$ cat config.mk
export PLATFORM = sky130hd
export DESIGN_NAME = monocycle_loader
export DESIGN_NICKNAME = d
export VERILOG_FILES = /design/src/rtl/monocycle_loader.sv
export SDC_FILE = /design/constraint.sdc
export NUM_CORES = 1
export LEC_CHECK = 0
export ABC_CLOCK_PERIOD_IN_PS = 2900
export BUFFER_PORTS_ARGS = -buffer_cell sky130_fd_sc_hd__buf_2
export CORE_MARGIN = 2
export CORE_UTILIZATION = 39
export DETAILED_ROUTE_END_ITERATION = 16
export PLACE_DENSITY_LB_ADDON = 0.05
export SLEW_MARGIN = 25
export SYNTH_ARGS = -nofsm -noshare
export SYNTH_HDL_FRONTEND = slang
export SYNTH_SLANG_ARGS = --single-unit
$ cat constraint.sdc
create_clock -name clk -period 2.9 [get_ports clk]
set_input_delay 0.29 -clock clk [delete_from_list [all_inputs] [get_ports clk]]
set_output_delay 0.29 -clock clk [all_outputs]
set_load 0.05 [all_outputs]
$ cat src/rtl/monocycle_loader.sv
// Boot/run controller for the monocycle core: receives a little-endian program image over a
// valid/ready byte link, writes it into instruction memory, then runs the core for a fixed length.
module monocycle_loader #(
  parameter int unsigned IMEM_AW    = 10,
  parameter int unsigned RST_HOLD   = 1,
  parameter int unsigned RUN_CYCLES = 4
) (
  input  logic               clk,
  input  logic               reset,
  input  logic               ld_valid,
  input  logic [7:0]         ld_data,
  output logic               ld_ready,
  input  logic               restart,
  output logic               imem_we,
  output logic [IMEM_AW-1:0] imem_addr,
  output logic [31:0]        imem_wdata,
  output logic               core_reset,
  output logic [31:0]        initial_address,
  output logic               core_tr,
  output logic               done
);

  typedef enum logic [2:0] {
    HDR,
    LOAD,
    HOLD,
    RUN,
    DONE
  } state_t;

  localparam logic [15:0] HOLD_LAST = 16'(RST_HOLD - 1);
  localparam logic [15:0] RUN_LAST  = 16'(RUN_CYCLES - 1);

  state_t             state;
  state_t             state_n;
  logic [2:0]         byte_cnt;
  logic [29:0]        addr_hi;
  logic [7:0]         cnt_lo;
  logic [23:0]        word_lo;
  logic [IMEM_AW-1:0] ptr;
  logic [15:0]        words_left;
  logic [15:0]        cyc_cnt;
  logic               accept;
  logic               hdr_last;
  logic               word_last;
  logic [15:0]        hdr_count;

  assign accept    = ld_valid && ld_ready;
  assign hdr_last  = accept && (state == HDR) && (byte_cnt == 3'd5);
  assign word_last = accept && (state == LOAD) && (byte_cnt == 3'd3);
  assign hdr_count = {ld_data, cnt_lo};

  always_ff @(posedge clk or negedge reset) begin
    if (!reset) begin
      state <= HDR;
    end else begin
      state <= state_n;
    end
  end

  always_comb begin
    state_n    = state;
    ld_ready   = 1'b0;
    core_reset = 1'b1;
    core_tr    = 1'b0;
    done       = 1'b0;
    unique case (state)
      HDR: begin
        ld_ready = reset;
        if (hdr_last) begin
          state_n = (hdr_count != 16'd0) ? LOAD : HOLD;
        end
      end
      LOAD: begin
        ld_ready = reset;
        if (word_last && (words_left == 16'd1)) begin
          state_n = HOLD;
        end
      end
      HOLD: begin
        if (cyc_cnt == HOLD_LAST) begin
          state_n = RUN;
        end
      end
      RUN: begin
        core_reset = 1'b0;
        if (cyc_cnt == RUN_LAST) begin
          state_n = DONE;
        end
      end
      DONE: begin
        core_reset = 1'b0;
        core_tr    = 1'b1;
        done       = 1'b1;
        if (restart) begin
          state_n = HDR;
        end
      end
      default: state_n = HDR;
    endcase
  end

  // Bytes shift in from the top, so after four header bytes addr_hi holds addr[31:2] and
  // after three data bytes word_lo holds the low 24 bits of the word.
  always_ff @(posedge clk or negedge reset) begin
    if (!reset) begin
      imem_we         <= 1'b0;
      imem_addr       <= '0;
      imem_wdata      <= '0;
      initial_address <= '0;
      byte_cnt        <= '0;
      addr_hi         <= '0;
      cnt_lo          <= '0;
      word_lo         <= '0;
      ptr             <= '0;
      words_left      <= '0;
      cyc_cnt         <= '0;
    end else begin
      imem_we <= 1'b0;

      if (accept && (state == HDR)) begin
        if (byte_cnt < 3'd4) begin
          addr_hi  <= {ld_data, addr_hi[29:8]};
          byte_cnt <= byte_cnt + 3'd1;
        end else if (byte_cnt == 3'd4) begin
          cnt_lo   <= ld_data;
          byte_cnt <= byte_cnt + 3'd1;
        end else begin
          initial_address <= {addr_hi, 2'b00};
          ptr             <= addr_hi[IMEM_AW-1:0];
          words_left      <= hdr_count;
          byte_cnt        <= '0;
        end
      end

      if (accept && (state == LOAD)) begin
        if (word_last) begin
          imem_we    <= 1'b1;
          imem_addr  <= ptr;
          imem_wdata <= {ld_data, word_lo};
          ptr        <= ptr + 1'b1;
          words_left <= words_left - 16'd1;
          byte_cnt   <= '0;
        end else begin
          word_lo  <= {ld_data, word_lo[23:8]};
          byte_cnt <= byte_cnt + 3'd1;
        end
      end

      if (state_n != state) begin
        cyc_cnt <= '0;
      end else if ((state == HOLD) || (state == RUN)) begin
        cyc_cnt <= cyc_cnt + 16'd1;
      end
    end
  end

endmodule
==> results of run 1 <==
[worst reg2reg max path, cell delays in order (launching register included)]
cell	delay [ns]
dfrtp_1	0.40
ha_1	0.19
ha_1	0.25
and2_1	0.34
nand2_2	0.10
inv_2	0.51
buf_4	0.29
nor2_1	0.05
a22oi_1	0.16
[layer usage]
metal	track usage (%)	part of all wire [%]	vias to the layer above
met3	3.36	3.6	9
met2	28.3	46	109
met5	0	0	-
met1	27.4	49	3086
li1	-	-	2841
met4	4.57	0.70	0
[Yosys cell counts, types with 3 or more instances]
master,count
or3_1,3
xor2_1,9
o21a_1,4
nand4_1,14
nor3b_1,4
dfrtp_1,183
and3_1,6
nand3_1,16
and2_1,4
or4_1,4
nor3_1,25
buf_4,12
nor2_1,23
a211oi_1,10
nand2_1,235
a311oi_1,5
nor2b_1,3
mux2_2,62
buf_6,3
o22ai_1,4
a21oi_1,14
o31ai_1,5
o21ai_0,8
buf_2,19
clkbuf_1,5
o211ai_1,4
o221a_2,6
nor4_1,12
inv_1,18
ha_1,9
[flip-flops by register name (all words and copies together) (netlist names), 8 cells and up]
signal           count
addr_hi             30
cnt_lo               8
cyc_cnt             16
imem_addr           10
imem_wdata          32
initial_address     30
ptr                 10
word_lo             24
words_left          16
[area by class of cell]
class                   instances  area share, %
flip-flops and latches        183           48.3
multi-input cells             536           34.9
repair buffers                102           6.05
clock buffers                  18           4.64
well taps                     275           3.63
clock inverters                14           1.68
inverters                      19          0.753
[layout by cell type (no fill, tap or decap), types with 3 or more instances in the layout]
master     count
buf_2         87
o21a_1         4
o211ai_1       4
o31ai_1        5
nand2_1      235
buf_4         11
nor4_1        12
or3_1          3
nand3_1       16
ha_1           9
inv_1         18
o21ai_0        8
mux2_2        62
or4_1          4
nand4_1       14
nor2_1        23
a311oi_1       5
o22ai_1        4
and2_1         4
and3_1         6
clkbuf_16     17
o221a_2        6
dfrtp_1      183
nor2b_1        3
nor3b_1        4
nor3_1        25
a21oi_1       14
clkinv_4       4
a211oi_1      10
inv_8          4
xor2_1         9
[how the worst min path moves through the flow]
stage,cells after the start,startpoint,slack (ns),endpoint
2_1_floorplan,0,reset,-0.006,addr_hi[0]
4_1_cts,3,restart,0.14,state[2]
5_1_grt,3,restart,0.16,state[2]
3_5_place_dp,2,reset,0.43,byte_cnt[2]
6_report,3,restart,0.16,state[2]
3_3_place_gp,2,reset,0.42,addr_hi[26]
[cells by family (layout without fill, tap and decap cells)]
family                     count (synthesis)  after routing  synth area share (%)
muxes                                     62             62                  8.52
xor gates and xnor gates                  10             10                  1.07
DFF                                      183            183                  55.9
AOI/OAI and AO/OA                         82             82                  7.62
other                                      1              2                0.0458
buffers and inverters                     58            153                  3.77
and+or+nand+nor                          371            371                  21.7
adders and majority gates                  9              9                  1.37
[per-stage QoR]
stage | std cells | setup slack, ns
final | 1147 | 0.525
after global routing | 1147 | 0.327
after CTS | 1147 | 0.431
after detailed placement | 1114 | 0.520
after global placement | 1114 | 0.631
after floorplan | 777 | 0.816
[what timing repair did]
| action | in CTS | in global routing |
|---|---|---|
| hold buffers | 1 | 0 |
| endpoints found under the hold margin | 35 | 0 |
| setup endpoints to repair | 0 | 0 |
[power by group]
group / internal [mW] / switching (mW) / leakage (nW)
clock: 1.25 / 1.07 / 0.288
sequential: 3.55 / 0.850 / 2.35
combinational: 1.10 / 2.34 / 2.05
==> impl_metrics.env, run 1 <==
export IMPL_grt_usage_pct=18.5
export IMPL_fp_coreArea_mm2=0.0208
export IMPL_clk_pin_slew_ns=0.07
export IMPL_io_pin_count=91
export IMPL_arrival_ns=2.71
export IMPL_cp_required_ns=3.24
export IMPL_worstSetupStartpointType="register"
export IMPL_fill_cells=2005
export IMPL_cp_max_fo=35
export IMPL_via_count=6045
export IMPL_clockBufferDepth=2
export IMPL_grt_pass1_wl_mm=32.2
export IMPL_startpoint="byte_cnt[0]"
export IMPL_ys_ff_latch=183
export IMPL_portBuffers=88
export IMPL_timing_slew_headroom_pct=39.8
export IMPL_synth_top_cell_area_share_pct=55.9
export IMPL_hold_path_class="in -> reg"
export IMPL_crit_family="buffers and inverters"
export IMPL_ys_async_sr_fraction_pct=100
export IMPL_ys_types=69
export IMPL_setup_tns_final_ns=0
export IMPL_initial_core_util_pct=39.3
export IMPL_fin_crit_ns=2.37
export IMPL_final_area_mm2=0.00947
export IMPL_fin_crit_sh_pct=81.9
export IMPL_syn_inst=776
export IMPL_ys_flop_type="dfrtp_1"
export IMPL_cts_tree="yes"
export IMPL_antenna_found_initial=0
export IMPL_path_class="reg -> reg"
export IMPL_crit_path_end="ptr[0]"
export IMPL_diodes=0
export IMPL_drc=0
export IMPL_drt_iter0_markers=368
export IMPL_place_congestion=0.816
export IMPL_antenna_left=0
export IMPL_slowest_stage="inv_2"
export IMPL_finalPower_mw=10.2
export IMPL_num_rows=53
export IMPL_hold_viol=0
export IMPL_clkSinkCount=183
export IMPL_fin_util_pct=45.5
export IMPL_r2r_slack_ns=0.53
export IMPL_slew_violations=0
export IMPL_dpl_cell_area_mm2=0.00886
export IMPL_area_delta_synth_final_pct=15.6
export IMPL_layout_area_seq_mm2=0.00458
export IMPL_tightestPinTransition_ns=0.902
export IMPL_cts_made_buffers=17
export IMPL_grt_pass1_vias=5881
export IMPL_synth_edf_count=0
export IMPL_p_leak_nw=4.69
export IMPL_r2r_start="byte_cnt[0]"
export IMPL_die_h_um=149
export IMPL_fmax_mhz=421
export IMPL_outcome="complete, no violations"
export IMPL_drtPass1Iterations=4
export IMPL_cp_num_cells=8
export IMPL_power_density_mw_per_mm2=1070
export IMPL_multi_input_area_mm2=0.00331
export IMPL_post_cts_buffers=0
export IMPL_die_width_um=149
export IMPL_ir_drop_mv=0.592
export IMPL_cts_root_buffer="clkbuf_16"
export IMPL_grt_overflow_total=0
export IMPL_nets=880
export IMPL_dp_hpwl_mm=13.2
export IMPL_die_area_mm2=0.0222
export IMPL_grt_max_degree=80
export IMPL_synth_seq_area_share_pct=55.9
export IMPL_rsz0062_at_grt="no"
export IMPL_reg2regPathDepth=8
export IMPL_clk_latency_ns=0.43
export IMPL_setup_viol=0
export IMPL_crit_top_cell="ha_1"
export IMPL_max_stage_delay_ns=0.51
export IMPL_maxCapViolCount=0
export IMPL_whs_ns=0.161
export IMPL_finalWirelength_mm=19.8
export IMPL_vias_per_cell=5.27
export IMPL_path_buf_inv=2
export IMPL_wl_per_cell_um=17.3
export IMPL_htreeDepth=4
export IMPL_yosysWarnings=0
export IMPL_path_cells="ha_1 -> ha_1 -> and2_1 -> nand2_2 -> inv_2 -> buf_4 -> nor2_1 -> a22oi_1"
export IMPL_endpoint_kind="register"
export IMPL_layout_drive_gt1_share_pct=25.7
export IMPL_avgSynthCellArea_um2=10.6
export IMPL_cts_resized=0
export IMPL_syn_area_mm2=0.00819
export IMPL_clock_skew_ns=0.0131
export IMPL_crit_reg2reg_capture="ptr[0]"
export IMPL_yosysTopAreaCell="dfrtp_1"
export IMPL_netlist_top_cells_area="dfrtp_1 (56%), nand2_1 (11%), mux2_2 (8.5%)"
Note: power is estimated with default switching activity, not from simulation.
==> inputs of run 2 (changes only) <==
- ABC_CLOCK_PERIOD_IN_PS: 2900 -> 2400
- clock period: 2.9 -> 2.4 ns (I/O delays scaled with it)
==> run 2 against run 1 <==
Clock skew barely moved; non-clock buffer count rose by 7; largest cell class unchanged; design area rose by 0.81%; power rose by 21%.
==> impl_metrics.env, run 2 (synthesized netlist as in run 1, its figures left out) <==
export IMPL_outcome="complete, no violations"
export IMPL_drc=0
export IMPL_path_class="reg -> reg"
export IMPL_crit_top_cell="ha_1"
export IMPL_clk_pin_slew_ns=0.07
export IMPL_path_cells="ha_1 -> ha_1 -> and2_1 -> o21ai_1 -> a21oi_1 -> o221a_2"
export IMPL_p_leak_nw=4.73
export IMPL_path_buf_inv=0
export IMPL_place_congestion=0.839
export IMPL_hold_path_class="in -> reg"
export IMPL_grt_overflow_total=0
export IMPL_p_sw_share_pct=41.9
export IMPL_finalPower_mw=12.3
export IMPL_vias_per_cell=5.23
export IMPL_die_width_um=149
export IMPL_r2r_start="byte_cnt[0]"
export IMPL_arrival_ns=2.53
export IMPL_pwr_share_clk_pct=22.4
export IMPL_hold_depth=3
export IMPL_mostFrequentLayoutCells="nand2_1 (235), dfrtp_1 (183), buf_2 (87), mux2_2 (62), nor3_1 (25)"
export IMPL_worstSetupStartpointType="register"
export IMPL_grt_pass1_vias=5926
export IMPL_antenna_found_initial=0
export IMPL_layout_drive_gt1_share_pct=26.2
export IMPL_whs_endpoint="state[2]"
export IMPL_setup_viol=0
export IMPL_diodes=0
export IMPL_tightestPinTransition_ns=0.765
export IMPL_grt_usage_pct=18.7
export IMPL_io_pin_count=91
export IMPL_nets=887
export IMPL_finalWirelength_mm=19.9
export IMPL_dp_hpwl_mm=13.5
export IMPL_drt_iter0_markers=382
export IMPL_clockBufferDepth=2
export IMPL_r2r_slack_ns=0.19
export IMPL_fin_crit_sh_pct=92.2
export IMPL_setup_ws_ns=0.186
export IMPL_max_stage_delay_ns=0.57
export IMPL_cts_made_buffers=17
export IMPL_via_count=6035
export IMPL_whs_ns=0.114
export IMPL_largestRegisters="imem_wdata x32, addr_hi x30, initial_address x30"
export IMPL_endpoint_kind="register"
export IMPL_antenna_left=0
export IMPL_grt_max_degree=115
export IMPL_crit_family="compound AO/OA/AOI/OAI gates"
export IMPL_die_area_mm2=0.0222
export IMPL_fill_cells=2017
export IMPL_clock_skew_ns=0.0128
export IMPL_wl_per_cell_um=17.2
export IMPL_fp_coreArea_mm2=0.0208
export IMPL_initial_core_util_pct=39.3
export IMPL_clk_latency_ns=0.43
export IMPL_cts_root_buffer="clkbuf_16"
export IMPL_cp_required_ns=2.71
export IMPL_fin_util_pct=45.9
export IMPL_clkSinkCount=183
export IMPL_drtPass1Iterations=5
export IMPL_timing_slew_headroom_pct=49.0
export IMPL_hold_viol=0
export IMPL_power_frac_seq_pct=43.0
export IMPL_p_int_mw=7.12
export IMPL_cts_tree="yes"
export IMPL_largest_reg_flops=32
export IMPL_grt_pass1_wl_mm=32.3
export IMPL_htreeDepth=4
export IMPL_slowest_stage="o21ai_1"
export IMPL_crit_reg2reg_capture="words_left[4]"
export IMPL_die_h_um=149
export IMPL_setup_tns_final_ns=0
export IMPL_min_from="restart"
export IMPL_fin_crit_ns=2.21
export IMPL_slew_violations=0
export IMPL_switchingPower_mw=5.15
export IMPL_dp_slack_ns=0.153
export IMPL_regMostFlops="imem_wdata"
export IMPL_portBuffers=88
export IMPL_final_common_cell="nand2_1"
export IMPL_cp_max_fo=7
export IMPL_area_delta_synth_final_pct=16.6
export IMPL_fmax_mhz=452
export IMPL_num_rows=53
export IMPL_power_frac_comb_pct=34.6
export IMPL_power_density_mw_per_mm2=1290
export IMPL_maxCapViolCount=0
export IMPL_rsz0062_at_grt="no"
export IMPL_reg2regPathDepth=6
export IMPL_ir_drop_mv=0.555
==> run 2: changes by cell type in the layout (fill, tap and decap cells not counted), sizes merged <==
cell	change
buf	+7
clkinv	-2
clkinvlp	+2
==> run 2: routing by layer <==
metal  part of all wire [%]  GRT usage, %  wire length [µm]  vias up
met5                      0             0                 0        -
met4                    1.2          5.29               244        0
met3                    3.6          3.30               709       15
met2                     46          28.9              9120      124
met1                     49          27.1              9790     3028
li1                       -             -                 -     2868
==> run 2: power by group through the flow <==
stage	clock (mW)	sequential [mW]	combinational, mW
floorplan	0	6.63	1.70
global placement	0	5.28	4.20
detailed placement	0	5.32	4.28
CTS	2.82	5.28	4.29
global route	2.96	5.46	4.59
finish	2.75	5.28	4.25
==> run 2: tightest hold or removal path: cells and delay by family <==
| family | cells | cell delay, ns |
|---|---|---|
| AO/OA/AOI/OAI | 1 | 0.11 |
| buffers and inverters | 2 | 0.15 |
==> run 2: layout make-up <==
type / instances / area [µm²] / area share [%]
Timing Repair Buffer: 109 / 672 / 7.04
Multi-Input combinational cell: 536 / 3310 / 34.6
Clock inverter: 14 / 144 / 1.51
Tap cell: 275 / 344 / 3.60
Sequential cell: 183 / 4580 / 48.0
Inverter: 19 / 73.8 / 0.773
Clock buffer: 18 / 429 / 4.49
==> run 2: what timing repair did <==
| action | in CTS | in global routing |
|---|---|---|
| gates resized for setup | 0 | 2 |
| hold endpoints to repair | 10 | 0 |
| endpoints found under the setup margin | 0 | 1 |
| buffers inserted | 0 | 0 |
| hold buffers | 1 | 0 |
==> run 2: worst max path at each step <==
stage,startpoint,endpoint,slack [ns],depth (start not counted)
finish,byte_cnt[0],words_left[4],0.19,6
global route,byte_cnt[0],words_left[4],0.08,6
CTS,byte_cnt[2],ptr[0],0.14,8
detailed placement,byte_cnt[2],ptr[0],0.15,8
global placement,byte_cnt[0],ptr[0],0.23,8
floorplan,state[0],core_reset,0.37,4
==> run 2: through the flow <==
step | area [µm²] | cells
floorplan | 8190 | 777
global placement | 8960 | 1121
detailed placement | 8960 | 1121
CTS | 9550 | 1154
global route | 9550 | 1154
finish | 9550 | 1154
